`config.mk`:
```
export PLATFORM = sky130hd
export DESIGN_NAME = alu_share_arbiter
export DESIGN_NICKNAME = d
export VERILOG_FILES = /design/src/rtl/alu_pkg.sv /design/src/rtl/alu_reg_core.sv /design/src/rtl/alu_share_arbiter.sv
export SDC_FILE = /design/constraint.sdc
export NUM_CORES = 1
export LEC_CHECK = 0
export CAP_MARGIN = 20
export CORE_ASPECT_RATIO = 0.9
export CORE_MARGIN = 2
export CORE_UTILIZATION = 51
export DETAILED_ROUTE_END_ITERATION = 16
export PLACE_DENSITY = 0.95
export SYNTH_ARGS = -nofsm -noshare
export SYNTH_HDL_FRONTEND = slang
export SYNTH_SLANG_ARGS = --single-unit
```
`constraint.sdc`:
```
create_clock -name clk -period 4.2 [get_ports clk]
set_clock_uncertainty 0.2 [all_clocks]
set_input_delay 0.84 -clock clk [delete_from_list [all_inputs] [get_ports clk]]
set_output_delay 0.84 -clock clk [all_outputs]
set_load 0.01 [all_outputs]
```
`src/rtl/alu_pkg.sv`:
```
// Shared opcode and FSM state encodings for the shared-ALU arbiter.
package alu_pkg;

   localparam logic [1:0] OP_ADD = 2'b00;
   localparam logic [1:0] OP_SUB = 2'b01;
   localparam logic [1:0] OP_AND = 2'b10;
   localparam logic [1:0] OP_OR  = 2'b11;

   typedef enum logic [1:0] {
      S_IDLE = 2'b00,
      S_EXEC = 2'b01,
      S_DONE = 2'b10
   } state_t;

endpackage

```
`src/rtl/alu_reg_core.sv`:
```
// N-bit ALU with registered result and carry, loaded when en is high.
module alu_reg_core
   import alu_pkg::*;
#(
   parameter int unsigned N = 4
) (
   input  logic         clk,
   input  logic         rst,
   input  logic         en,
   input  logic [1:0]   op,
   input  logic [N-1:0] a,
   input  logic [N-1:0] b,
   output logic [N-1:0] result,
   output logic         carry
);

   logic [N:0] alu_c;

   // Arithmetic at N+1 bits: top bit is carry-out for ADD, borrow for SUB.
   always_comb begin
      alu_c = '0;
      case (op)
         OP_ADD:  alu_c = {1'b0, a} + {1'b0, b};
         OP_SUB:  alu_c = {1'b0, a} - {1'b0, b};
         OP_AND:  alu_c = {1'b0, a & b};
         default: alu_c = {1'b0, a | b};
      endcase
   end

   always_ff @(posedge clk or posedge rst) begin
      if (rst) begin
         result <= '0;
         carry  <= 1'b0;
      end else if (en) begin
         result <= alu_c[N-1:0];
         carry  <= alu_c[N];
      end
   end

endmodule

```
`src/rtl/alu_share_arbiter.sv`:
```
// Round-robin arbiter sharing one registered ALU between two requesters.
module alu_share_arbiter
   import alu_pkg::*;
#(
   parameter int unsigned N = 4
) (
   input  logic         clk,
   input  logic         rst,
   input  logic         req0,
   input  logic [1:0]   op0,
   input  logic [N-1:0] a0,
   input  logic [N-1:0] b0,
   input  logic         req1,
   input  logic [1:0]   op1,
   input  logic [N-1:0] a1,
   input  logic [N-1:0] b1,
   output logic [1:0]   grant,
   output logic         done0,
   output logic         done1,
   output logic [N-1:0] result,
   output logic         carry,
   output logic         busy
);

   state_t       state, state_next;
   logic         ptr, ptr_next;
   logic [1:0]   grant_next;
   logic         done0_next, done1_next, busy_next;
   logic [1:0]   op_l, op_next;
   logic [N-1:0] a_l, a_next, b_l, b_next;

   always_ff @(posedge clk or posedge rst) begin
      if (rst) begin
         state <= S_IDLE;
         ptr   <= 1'b0;
         grant <= 2'b00;
         done0 <= 1'b0;
         done1 <= 1'b0;
         busy  <= 1'b0;
         op_l  <= OP_ADD;
         a_l   <= '0;
         b_l   <= '0;
      end else begin
         state <= state_next;
         ptr   <= ptr_next;
         grant <= grant_next;
         done0 <= done0_next;
         done1 <= done1_next;
         busy  <= busy_next;
         op_l  <= op_next;
         a_l   <= a_next;
         b_l   <= b_next;
      end
   end

   always_comb begin
      state_next = state;
      ptr_next   = ptr;
      grant_next = grant;
      done0_next = 1'b0;
      done1_next = 1'b0;
      op_next    = op_l;
      a_next     = a_l;
      b_next     = b_l;
      case (state)
         S_IDLE: begin
            // Requester 0 wins when alone or when the pointer favours it.
            if (req0 && (!req1 || !ptr)) begin
               grant_next = 2'b01;
               op_next    = op0;
               a_next     = a0;
               b_next     = b0;
               state_next = S_EXEC;
            end else if (req1) begin
               grant_next = 2'b10;
               op_next    = op1;
               a_next     = a1;
               b_next     = b1;
               state_next = S_EXEC;
            end
         end
         S_EXEC: begin
            done0_next = grant[0];
            done1_next = grant[1];
            state_next = S_DONE;
         end
         S_DONE: begin
            // Hand priority to whichever requester was not just served.
            ptr_next   = grant[0];
            grant_next = 2'b00;
            state_next = S_IDLE;
         end
         default: begin
            grant_next = 2'b00;
            state_next = S_IDLE;
         end
      endcase
      busy_next = (state_next != S_IDLE);
   end

   alu_reg_core #(.N(N)) u_core (
      .clk    (clk),
      .rst    (rst),
      .en     (state == S_EXEC),
      .op     (op_l),
      .a      (a_l),
      .b      (b_l),
      .result (result),
      .carry  (carry)
   );

endmodule

```
==> flow_metrics.tcl <==
set metrics [dict create \
    area_delta_synth_final_pct 28.40 \
    cts.sinks 23 \
    wl_per_cell_microns 14.37 \
    setup_viol 0 \
    crit_path_start_kind "flip-flop" \
    rsz0062_at_grt "no" \
    ioPinCount 34 \
    fin_crit_ns 2.422 \
    die_width_microns 56.39 \
    grt_pass1_wl_mm 4.629 \
    mostFrequentLayoutCells "clkdlybuf4s50_1 (33), dfrtp_1 (23), inv_1 (18)" \
    syn_nets 157 \
    yosysUniqueCellTypes 32 \
    fin_crit_sh 0.5766 \
    die_h_microns 51.16 \
    final_hold_viol_count 0 \
    setup_ws_ns 1.778 \
    nNetsFinal 191 \
    r2r_start "op_l[1]" \
    grt_overflow 0 \
    drtIter0Drc 56 \
    grt_pass1_vias 1041 \
    cts_root_buf "clkbuf_4" \
    p_per_area_nw_per_um2 788.5 \
    critPathKind "flip-flop to flip-flop" \
    async_reset_ff_frac 1.000 \
    drive_gt1_frac 0.05063 \
    ir_worst_vdd_uv 464.1 \
    fmax_mhz 412.9 \
    status "finished, final reports clean" \
    pre_cts_ws_ns 1.566 \
    n_antenna_cell 0 \
    avgSynthCellArea_sq_um 10.08 \
    max_cap_violations 0 \
    worst-path-max-fanout 12 \
    top_usage_layer "met2" \
    mostFrequentLayoutCell "clkdlybuf4s50_1" \
    maxSlewViolCount 0 \
    yosysSeqAreaShare 0.4568 \
    yosysWarnings 0 \
    syn-cell-area_sq_um 1260 \
    finalSetupTns_ns 0 \
    vias 1047 \
    io_buffers 33 \
    use_met1 0.2390 \
    use_met2 0.3922 \
    drtPass1Iterations 4 \
    hp-start "u_core.carry" \
    cts_buffers 3 \
    ctsResizeCount 0 \
    use_met3 0.05063 \
    clk_path_buf_depth 2 \
    ctsHoldBuffers 0 \
    cp.arrival_ns 2.40 \
    ys_ff_latch 23 \
    syn-instance-count 125 \
    finalWirelength_mm 2.672 \
    num_rows 17 \
    grt_max_degree 24 \
    die_area_sq_um 2885 \
    antenna_found_initial 0 \
    synth_ff_type "dfrtp_1" \
    leakagePower_nw 0.7570 \
    setup.worst_path.start "op_l[1]" \
    worstSkewPairLatency_ns 0.31 \
    coreArea_sq_um 2404 \
    post-dp-hpwl_mm 2.180 \
    endpoint_kind "flip-flop" \
    cts_tree "yes" \
    hold_path_class "flip-flop to flip-flop" \
    worst_pin_slew_ns 0.8341 \
    htreeDepth 1 \
    maxSlewHeadroom 0.4402 \
    initial_core_util 0.5242 \
    gp_congestion 0.7965 \
    cts_setup_buffers 0 \
    synth_edf_count 0 \
    drc 0 \
    ant_nets 0 \
    worstPathRequired_ns 4.18 \
    routed_via_density 5.629 \
    grt_usage 0.2163 \
    clk_pin_slew_ns 0.11 \
]
synthesized netlist by cell type, drive strengths merged (2+ instances only):
| cell | n | area, sq um |
|---|---|---|
| dfrtp | 23 | 575.6 |
| inv | 19 | 71.31 |
| a222oi | 10 | 100.1 |
| nor2 | 10 | 40.04 |
| nand2b | 8 | 50.05 |
| o21ai | 8 | 40.03 |
| a21oi | 7 | 35.03 |
| ha | 7 | 87.58 |
| nand2 | 6 | 22.52 |
| buf | 3 | 30.03 |
| maj3 | 3 | 30.03 |
| xor2 | 3 | 26.28 |
| and2 | 2 | 12.51 |
| nor3 | 2 | 21.27 |
| o31ai | 2 | 15.01 |
worst max-delay path, stage by stage, from the launching register on:
cell and delay [ns]:
dfrtp_1 0.53, nand2b_1 0.25, nor2b_1 0.16, xnor2_1 0.12
ha_1 0.34, a21oi_1 0.17, o21ai_0 0.15, a32oi_1 0.23
o211ai_1 0.14
routing by layer:
metal	share of wire	up-vias	wire length, microns
met5	0	-	0
met4	0.031	0	82
met3	0.062	10	166
met2	0.52	48	1378
met1	0.39	485	1043
li1	-	504	-
through the flow:
step,instances,util,area (sq um),hold WS (ns),power (W)
after global placement,182,0.6622,1592,0.2632,0.001109
after detailed placement,182,0.6622,1592,0.2680,0.001177
final,186,0.6731,1618,0.2869,0.001276
after floorplan,125,-,1260,0.2939,0.0009536
after global routing,186,0.6731,1618,0.3273,0.001399
after CTS,186,0.6731,1618,0.2948,0.001284
logic make-up after synthesis:
group           Yosys count  share of synthesized area
simple gates             33                     0.1420
compound gates           30                     0.1718
buf+inv                  23                    0.08341
flops                    23                     0.4568
fa+ha+maj                11                     0.1092
xor+xnor                  4                    0.02781
mux                       1                   0.008937
cell type report:
type	count	area, sq um
Clock buffer	4	26.28
Timing Repair Buffer	33	330.3
Multi-Input combinational cell	79	579.3
Inverter	19	71.32
Tap cell	28	35.03
Sequential cell	23	575.6
Fill cell	197	785.8
where the power goes:
group	switching, W	internal, W	total [W]
logic	0.000378	0.000359	0.000737
registers	0.000114	0.000326	0.000441
clock network	0.0000607	0.0000371	0.0000978
final timing paths:
check | end | slack (ns) | cells past startpoint
worst max-delay path | u_core.result[3] | 1.78 | 8
worst min-delay path | u_core.carry | 0.29 | 2
worst max register to register | u_core.result[3] | 1.78 | 8
worst min register to register | u_core.carry | 0.29 | 2
max in group asynchronous | u_core.carry | 2.50 | 2
min in group asynchronous | done0 | 0.79 | 2
flip-flops by register name, summed over array words and instances, names as in the netlist:
name / flops
ptr: 1
done1: 1
busy: 1
op_l: 2
state: 2
u_core.carry: 1
a_l: 4
done0: 1
b_l: 4
grant: 2
u_core.result: 4
No activity file was read; power rests on OpenSTA's default activity.
